$ cat src/rtl/alu_op_sequencer.sv
// alu_op_sequencer
//   Initiator side of the ALU interface. Accepts an opcode (or a PC-increment
//   request) with two operands, loads the Y operand register, drives a one-hot
//   ALU control word for the EXEC phase, captures {alu_chigh, alu_clow} into
//   the 64-bit Z register and raises the HI/LO or Rz write enable on WRITE.
//   One operation in flight; requests seen while busy are dropped.
//
//   Optional build macro: ALU_SEQ_SHAMT_MASK_EN
//     When defined, shift/rotate ops present only B[4:0] on alu_b.
//
//   Request semantics: start and inc_pc are single-cycle level requests that
//   are sampled only while the FSM is in IDLE; there is no ready/ack, a request
//   presented while busy is simply not taken. start has priority over inc_pc.
//
//   dbg_state exposes the FSM state encoding for checkers.

module alu_op_sequencer #(
  parameter int MULDIV_WAIT = 2,
  parameter int DW          = 32
) (
  input  logic          clock,
  input  logic          clear_n,
  input  logic          start,
  input  logic          inc_pc,
  input  logic [4:0]    opcode,
  input  logic [DW-1:0] ra_data,
  input  logic [DW-1:0] rb_data,
  input  logic [DW-1:0] alu_chigh,
  input  logic [DW-1:0] alu_clow,
  output logic [DW-1:0] alu_a,
  output logic [DW-1:0] alu_b,
  output logic [13:0]   alu_ctrl,
  output logic [DW-1:0] z_high,
  output logic [DW-1:0] z_low,
  output logic          hi_en,
  output logic          lo_en,
  output logic          rz_en,
  output logic          busy,
  output logic          done,
  output logic          illegal,
  output logic [2:0]    dbg_state
);

  // Opcode encodings
  localparam logic [4:0] OP_ADD  = 5'b00011;
  localparam logic [4:0] OP_SUB  = 5'b00100;
  localparam logic [4:0] OP_SHR  = 5'b00101;
  localparam logic [4:0] OP_SHRA = 5'b00110;
  localparam logic [4:0] OP_SHL  = 5'b00111;
  localparam logic [4:0] OP_ROR  = 5'b01000;
  localparam logic [4:0] OP_ROL  = 5'b01001;
  localparam logic [4:0] OP_AND  = 5'b01010;
  localparam logic [4:0] OP_OR   = 5'b01011;
  localparam logic [4:0] OP_MUL  = 5'b01111;
  localparam logic [4:0] OP_DIV  = 5'b10000;
  localparam logic [4:0] OP_NEG  = 5'b10001;
  localparam logic [4:0] OP_NOT  = 5'b10010;

  // Bit positions in the one-hot control word
  localparam int B_ADD  = 0;
  localparam int B_SUB  = 1;
  localparam int B_MUL  = 2;
  localparam int B_DIV  = 3;
  localparam int B_AND  = 4;
  localparam int B_OR   = 5;
  localparam int B_SHR  = 6;
  localparam int B_SHRA = 7;
  localparam int B_SHL  = 8;
  localparam int B_ROR  = 9;
  localparam int B_ROL  = 10;
  localparam int B_NEG  = 11;
  localparam int B_NOT  = 12;
  localparam int B_INC  = 13;

  // Extra EXEC cycles for MUL/DIV, held in a 4-bit down-counter
  localparam logic [3:0] MD_WAIT = 4'(MULDIV_WAIT);

  typedef enum logic [2:0] {
    S_IDLE   = 3'd0,
    S_LOAD_Y = 3'd1,
    S_EXEC   = 3'd2,
    S_WRITE  = 3'd3,
    S_ERR    = 3'd4
  } state_t;

  state_t           r_state;
  state_t           w_next;

  logic [4:0]       r_opcode;
  logic             r_inc;
  logic [DW-1:0]    r_ra;
  logic [DW-1:0]    r_y;
  logic [DW-1:0]    r_b;
  logic [2*DW-1:0]  r_z;
  logic [3:0]       r_cnt;

  logic             w_take_start;
  logic             w_take_inc;
  logic             w_in_legal;
  logic             w_is_muldiv;
  logic             w_exec_last;
  logic [13:0]      w_ctrl_dec;

  // Legality of an incoming opcode (only listed encodings are accepted)
  function automatic logic op_legal(input logic [4:0] op);
    logic ok;
    case (op)
      OP_ADD, OP_SUB, OP_SHR, OP_SHRA, OP_SHL, OP_ROR, OP_ROL,
      OP_AND, OP_OR, OP_MUL, OP_DIV, OP_NEG, OP_NOT: ok = 1'b1;
      default:                                       ok = 1'b0;
    endcase
    return ok;
  endfunction

  // One-hot control word for the captured operation
  function automatic logic [13:0] op_decode(input logic [4:0] op, input logic inc);
    logic [13:0] c;
    c = '0;
    if (inc) begin
      c[B_INC] = 1'b1;
    end else begin
      case (op)
        OP_ADD:  c[B_ADD]  = 1'b1;
        OP_SUB:  c[B_SUB]  = 1'b1;
        OP_MUL:  c[B_MUL]  = 1'b1;
        OP_DIV:  c[B_DIV]  = 1'b1;
        OP_AND:  c[B_AND]  = 1'b1;
        OP_OR:   c[B_OR]   = 1'b1;
        OP_SHR:  c[B_SHR]  = 1'b1;
        OP_SHRA: c[B_SHRA] = 1'b1;
        OP_SHL:  c[B_SHL]  = 1'b1;
        OP_ROR:  c[B_ROR]  = 1'b1;
        OP_ROL:  c[B_ROL]  = 1'b1;
        OP_NEG:  c[B_NEG]  = 1'b1;
        OP_NOT:  c[B_NOT]  = 1'b1;
        default: c         = '0;
      endcase
    end
    return c;
  endfunction

  assign w_take_start = (r_state == S_IDLE) && start;
  assign w_take_inc   = (r_state == S_IDLE) && !start && inc_pc;
  assign w_in_legal   = op_legal(opcode);
  assign w_is_muldiv  = !r_inc && ((r_opcode == OP_MUL) || (r_opcode == OP_DIV));
  assign w_exec_last  = (r_state == S_EXEC) && (r_cnt == 4'd0);
  assign w_ctrl_dec   = op_decode(r_opcode, r_inc);

  // FSM state register
  always_ff @(posedge clock or negedge clear_n) begin
    if (!clear_n) r_state <= S_IDLE;
    else          r_state <= w_next;
  end

  // Next-state and phase outputs
  always_comb begin
    w_next   = r_state;
    alu_ctrl = '0;
    done     = 1'b0;
    illegal  = 1'b0;
    hi_en    = 1'b0;
    lo_en    = 1'b0;
    rz_en    = 1'b0;
    busy     = 1'b1;
    case (r_state)
      S_IDLE: begin
        busy = 1'b0;
        if (w_take_start)     w_next = w_in_legal ? S_LOAD_Y : S_ERR;
        else if (w_take_inc)  w_next = S_LOAD_Y;
      end
      S_LOAD_Y: w_next = S_EXEC;
      S_EXEC: begin
        alu_ctrl = w_ctrl_dec;
        if (r_cnt == 4'd0) w_next = S_WRITE;
      end
      S_WRITE: begin
        done = 1'b1;
        if (w_is_muldiv) begin
          hi_en = 1'b1;
          lo_en = 1'b1;
        end else begin
          rz_en = 1'b1;
        end
        w_next = S_IDLE;
      end
      S_ERR: begin
        done    = 1'b1;
        illegal = 1'b1;
        w_next  = S_IDLE;
      end
      default: begin
        busy   = 1'b0;
        w_next = S_IDLE;
      end
    endcase
  end

  // Capture request, operands and opcode on accept (inc_pc loads Y with 0)
  always_ff @(posedge clock or negedge clear_n) begin
    if (!clear_n) begin
      r_opcode <= '0;
      r_inc    <= 1'b0;
      r_ra     <= '0;
      r_b      <= '0;
    end else if (w_take_start) begin
      r_opcode <= opcode;
      r_inc    <= 1'b0;
      r_ra     <= ra_data;
      r_b      <= rb_data;
    end else if (w_take_inc) begin
      r_opcode <= '0;
      r_inc    <= 1'b1;
      r_ra     <= '0;
      r_b      <= rb_data;
    end
  end

  // Y load and EXEC cycle counter
  always_ff @(posedge clock or negedge clear_n) begin
    if (!clear_n) begin
      r_y   <= '0;
      r_cnt <= '0;
    end else if (r_state == S_LOAD_Y) begin
      r_y   <= r_ra;
      r_cnt <= w_is_muldiv ? MD_WAIT : 4'd0;
    end else if ((r_state == S_EXEC) && (r_cnt != 4'd0)) begin
      r_cnt <= r_cnt - 4'd1;
    end
  end

  // Z capture on the final EXEC cycle; held until the next capture
  always_ff @(posedge clock or negedge clear_n) begin
    if (!clear_n)         r_z <= '0;
    else if (w_exec_last) r_z <= {alu_chigh, alu_clow};
  end

  assign alu_a     = r_y;
  assign z_high    = r_z[2*DW-1:DW];
  assign z_low     = r_z[DW-1:0];
  assign dbg_state = r_state;

`ifdef ALU_SEQ_SHAMT_MASK_EN
  logic w_is_shift;
  assign w_is_shift = !r_inc && ((r_opcode == OP_SHR) || (r_opcode == OP_SHRA) ||
                                 (r_opcode == OP_SHL) || (r_opcode == OP_ROR)  ||
                                 (r_opcode == OP_ROL));
  // Shift amount only needs five bits; upper B bits are zeroed for shifts
  assign alu_b = w_is_shift ? {{(DW-5){1'b0}}, r_b[4:0]} : r_b;
`else
  assign alu_b = r_b;
`endif

endmodule
$ cat config.mk
export PLATFORM = sky130hd
export DESIGN_NAME = alu_op_sequencer
export DESIGN_NICKNAME = d
export VERILOG_FILES = /design/src/rtl/alu_op_sequencer.sv
export SDC_FILE = /design/constraint.sdc
export NUM_CORES = 1
export LEC_CHECK = 0
export CAP_MARGIN = 20
export CORE_ASPECT_RATIO = 1.5
export CORE_MARGIN = 2
export CORE_UTILIZATION = 42
export DETAILED_ROUTE_END_ITERATION = 6
export PLACE_DENSITY = 0.86
export SYNTH_ARGS = -nofsm -noshare
export SYNTH_HDL_FRONTEND = slang
export SYNTH_SLANG_ARGS = --single-unit
$ cat constraint.sdc
create_clock -name clock -period 2.55 [get_ports clock]
set_clock_uncertainty 0.2 [all_clocks]
set_input_delay 0.3825 -clock clock [delete_from_list [all_inputs] [get_ports clock]]
set_output_delay 0.3825 -clock clock [all_outputs]
set_load 0.01 [all_outputs]
==> results_dict.tcl <==
set metrics [dict create \
    crit_path_top_delay_cell "dfrtp_1" \
    drive_gt1_frac 0.125 \
    wl_per_cell_um 16.6 \
    p_leak_nw 4.70 \
    die_x_um 107 \
    grt_pass1_vias 5264 \
    coreArea_sq_um 15600 \
    synth_cell_types 34 \
    period_needed_ns 2.50 \
    drt_first_pass_iters 4 \
    critical_path_class "reg2out" \
    instances_no_fill 1019 \
    min_path_type "reg2reg" \
    wl_mm 16.9 \
    p_per_area_nw_per_um2 1220 \
    ys_warn_count 0 \
    vias 4983 \
    htree_num_levels 4 \
    io_buffer_count 287 \
    hold_slack_ns 0.274 \
    ant_nets 0 \
    antennaDiodeCount 0 \
    place_congestion 0.818 \
    sequentialPowerShare 0.367 \
    grt_max_degree 59 \
    synth_nets 645 \
    netlist_area_sq_um 6730 \
    seq_area_frac_synth 0.644 \
    grt_pass1_wl_mm 27.0 \
    dieArea_sq_um 17100 \
    p_comb_frac 0.435 \
    slowest_delay_ns 0.41 \
    status "complete, no violations" \
    slew_violations 0 \
    place_ws_ns 0.205 \
    hold_viol 0 \
    cts.sinks 173 \
    fin_ws_ns 0.0530 \
    root_buffer "clkbuf_16" \
    finalCritPeriodShare 0.979 \
    start_util 0.430 \
    worst-path-buf-inv 1 \
    cts_buffers 17 \
    clk_pin_slew_ns 0.07 \
    start_kind "register" \
    placed_area_sq_um 9890 \
    crit_path_end_kind "primary output" \
    irDropWorstVdd_mv 0.579 \
    clock_latency_ns 0.41 \
    drt_iter0_drc 193 \
    cp_top_family "simple AND/OR/NAND/NOR gates" \
    tightest_slew_ns 0.801 \
    track_usage 0.201 \
    postSynthCellCount 506 \
    grt.overflow.total 0 \
    clockBufferDepth 2 \
    path_cells "nor3b_4 > nand3_2 > nor4b_1 > dlygate4sd2_1" \
    io_pins 288 \
    nets 942 \
    multi_input_area_sq_um 2270 \
    hpwl_mm 12.3 \
    final_area_sq_um 10500 \
    p_sw_mw 4.18 \
    drv_cap 0 \
    nFillCells 1173 \
    drc 0 \
    critPathMaxFanout 4 \
    tns_ns 0 \
    clock_power_share 0.198 \
    intPower_mw 8.66 \
    drt-vias-per-instance 4.89 \
    fmax_mhz 400 \
    crit_arrival_ns 1.91 \
    setup_viol 0 \
    avgSynthCellArea_sq_um 13.3 \
    slew_headroom 0.466 \
    power.total_mw 12.8 \
    grt_antenna_before_repair 0 \
    worstPathRequired_ns 1.97 \
    cts_tree "done" \
    die_height_um 159 \
    placed_cells 983 \
    row_count 56 \
    syn_to_final_growth_pct 56.5 \
    fin_util 0.674 \
    seq_area_sq_um 4330 \
    yosys_register_bits 173 \
    swShare 0.325 \
]
## final timing paths
path                       slack [ns]           to  cells after the start          from
min in group asynchronous        0.32      r_z[45]                      2       clear_n
max reg2reg                      0.49      r_z[56]                      5  dbg_state[2]
max                              0.05  alu_ctrl[0]                      4  dbg_state[2]
min reg2reg                      0.27    alu_a[16]                      2      r_ra[16]
min                              0.27    alu_a[16]                      2      r_ra[16]
max in group asynchronous        1.20     r_ra[14]                      3       clear_n
## cell usage after synthesis
cell / count / share of area
nand2b_1: 2 / 0.0019
o21ai_1: 1 / 0.00074
o221ai_1: 1 / 0.0013
buf_6: 6 / 0.010
nor4b_1: 1 / 0.0013
buf_2: 9 / 0.0067
o221a_2: 1 / 0.0017
nand2_1: 103 / 0.057
nor3b_2: 1 / 0.0019
buf_4: 2 / 0.0022
inv_1: 3 / 0.0017
ha_1: 2 / 0.0037
nor3b_1: 1 / 0.0011
a22o_1: 37 / 0.048
xor2_1: 1 / 0.0013
xnor2_1: 3 / 0.0039
mux2_2: 36 / 0.060
nor3b_4: 1 / 0.0028
a21oi_1: 3 / 0.0022
nand3_1: 4 / 0.0030
nor2b_1: 3 / 0.0028
nor2_1: 23 / 0.013
nor4_1: 2 / 0.0019
nor3_1: 2 / 0.0015
o311ai_0: 1 / 0.0013
mux2i_1: 1 / 0.0015
mux2_1: 60 / 0.10
clkbuf_1: 11 / 0.0061
dfrtp_1: 173 / 0.64
nand3b_1: 5 / 0.0056
nand3_4: 1 / 0.0026
a21boi_0: 1 / 0.0011
and2_1: 3 / 0.0028
or3b_2: 2 / 0.0026
## timing repair
| item | 4_1_cts | 5_1_grt |
|---|---|---|
| endpoints found under the hold margin | 54 | 0 |
| endpoints found under the setup margin | 16 | 6 |
| buffers inserted | 3 | 0 |
| pin swaps | 3 | 1 |
| resized for setup | 22 | 8 |
| hold buffers | 1 | 0 |
## area by class of cell
type | instances | share of cell area
Clock buffer | 18 | 0.0408
Clock inverter | 14 | 0.0139
Multi-Input combinational cell | 302 | 0.216
Inverter | 3 | 0.00107
Timing Repair Buffer | 306 | 0.293
Tap cell | 203 | 0.0241
Sequential cell | 173 | 0.411
## registers in the layout, indices dropped and copies added (netlist names)
name,count
alu_a,32
alu_b,32
r_cnt,4
dbg_state,3
r_opcode,5
r_z,64
r_inc,1
r_ra,32
## cells by family (layout without fill, tap and decap cells)
logic type,Yosys count,count (layout),synth area share
AO/OA/AOI/OAI,45,45,0.0565
flip-flops,173,173,0.644
multiplexers,97,97,0.162
buffers and inverters,31,341,0.0268
AND/OR/NAND/NOR,154,154,0.102
adder cells (fa/ha/maj),2,2,0.00372
XOR/XNOR,4,4,0.00521
## power by group through the flow
stage,logic [mW],clock network [mW],registers [mW]
2_1_floorplan,2.21,0,5.15
3_3_place_gp,5.50,0,4.70
3_5_place_dp,5.62,0,4.75
4_1_cts,5.67,2.58,4.72
5_1_grt,6.04,2.72,4.89
6_report,5.58,2.54,4.71
## per-layer routing
metal	routed length (um)	vias to the layer above	global-route usage	share of wire
li1	-	2326	-	-
met1	6490	2418	0.232	0.38
met2	8540	209	0.343	0.50
met3	1440	30	0.0704	0.085
met4	488	0	0.0699	0.029
met5	0	-	0	0
## cell usage in the layout (no fill, tap or decap), types with 3 or more instances in the layout
| master | netlist | layout |
|---|---|---|
| mux2_1 | 60 | 60 |
| buf_12 | 0 | 6 |
| nor2_1 | 23 | 19 |
| xnor2_1 | 3 | 3 |
| dfrtp_1 | 173 | 172 |
| inv_6 | 0 | 6 |
| inv_8 | 0 | 3 |
| a22o_1 | 37 | 37 |
| nor2b_1 | 3 | 3 |
| nor2_2 | 0 | 3 |
| nand3_1 | 4 | 3 |
| inv_1 | 3 | 3 |
| buf_4 | 2 | 11 |
| nand3b_1 | 5 | 5 |
| clkdlybuf4s50_1 | 0 | 267 |
| mux2_2 | 36 | 36 |
| nand2_1 | 103 | 103 |
| and2_1 | 3 | 3 |
| dlygate4sd2_1 | 0 | 15 |
| dlymetal6s2s_1 | 0 | 4 |
| clkbuf_16 | 0 | 17 |
## worst min-delay path, cell delays in order, from the launching register on
cell	delay, ns
dfrtp_1	0.35
nand2_1	0.06
nand2_1	0.05
(Power assumes the default switching activity.)
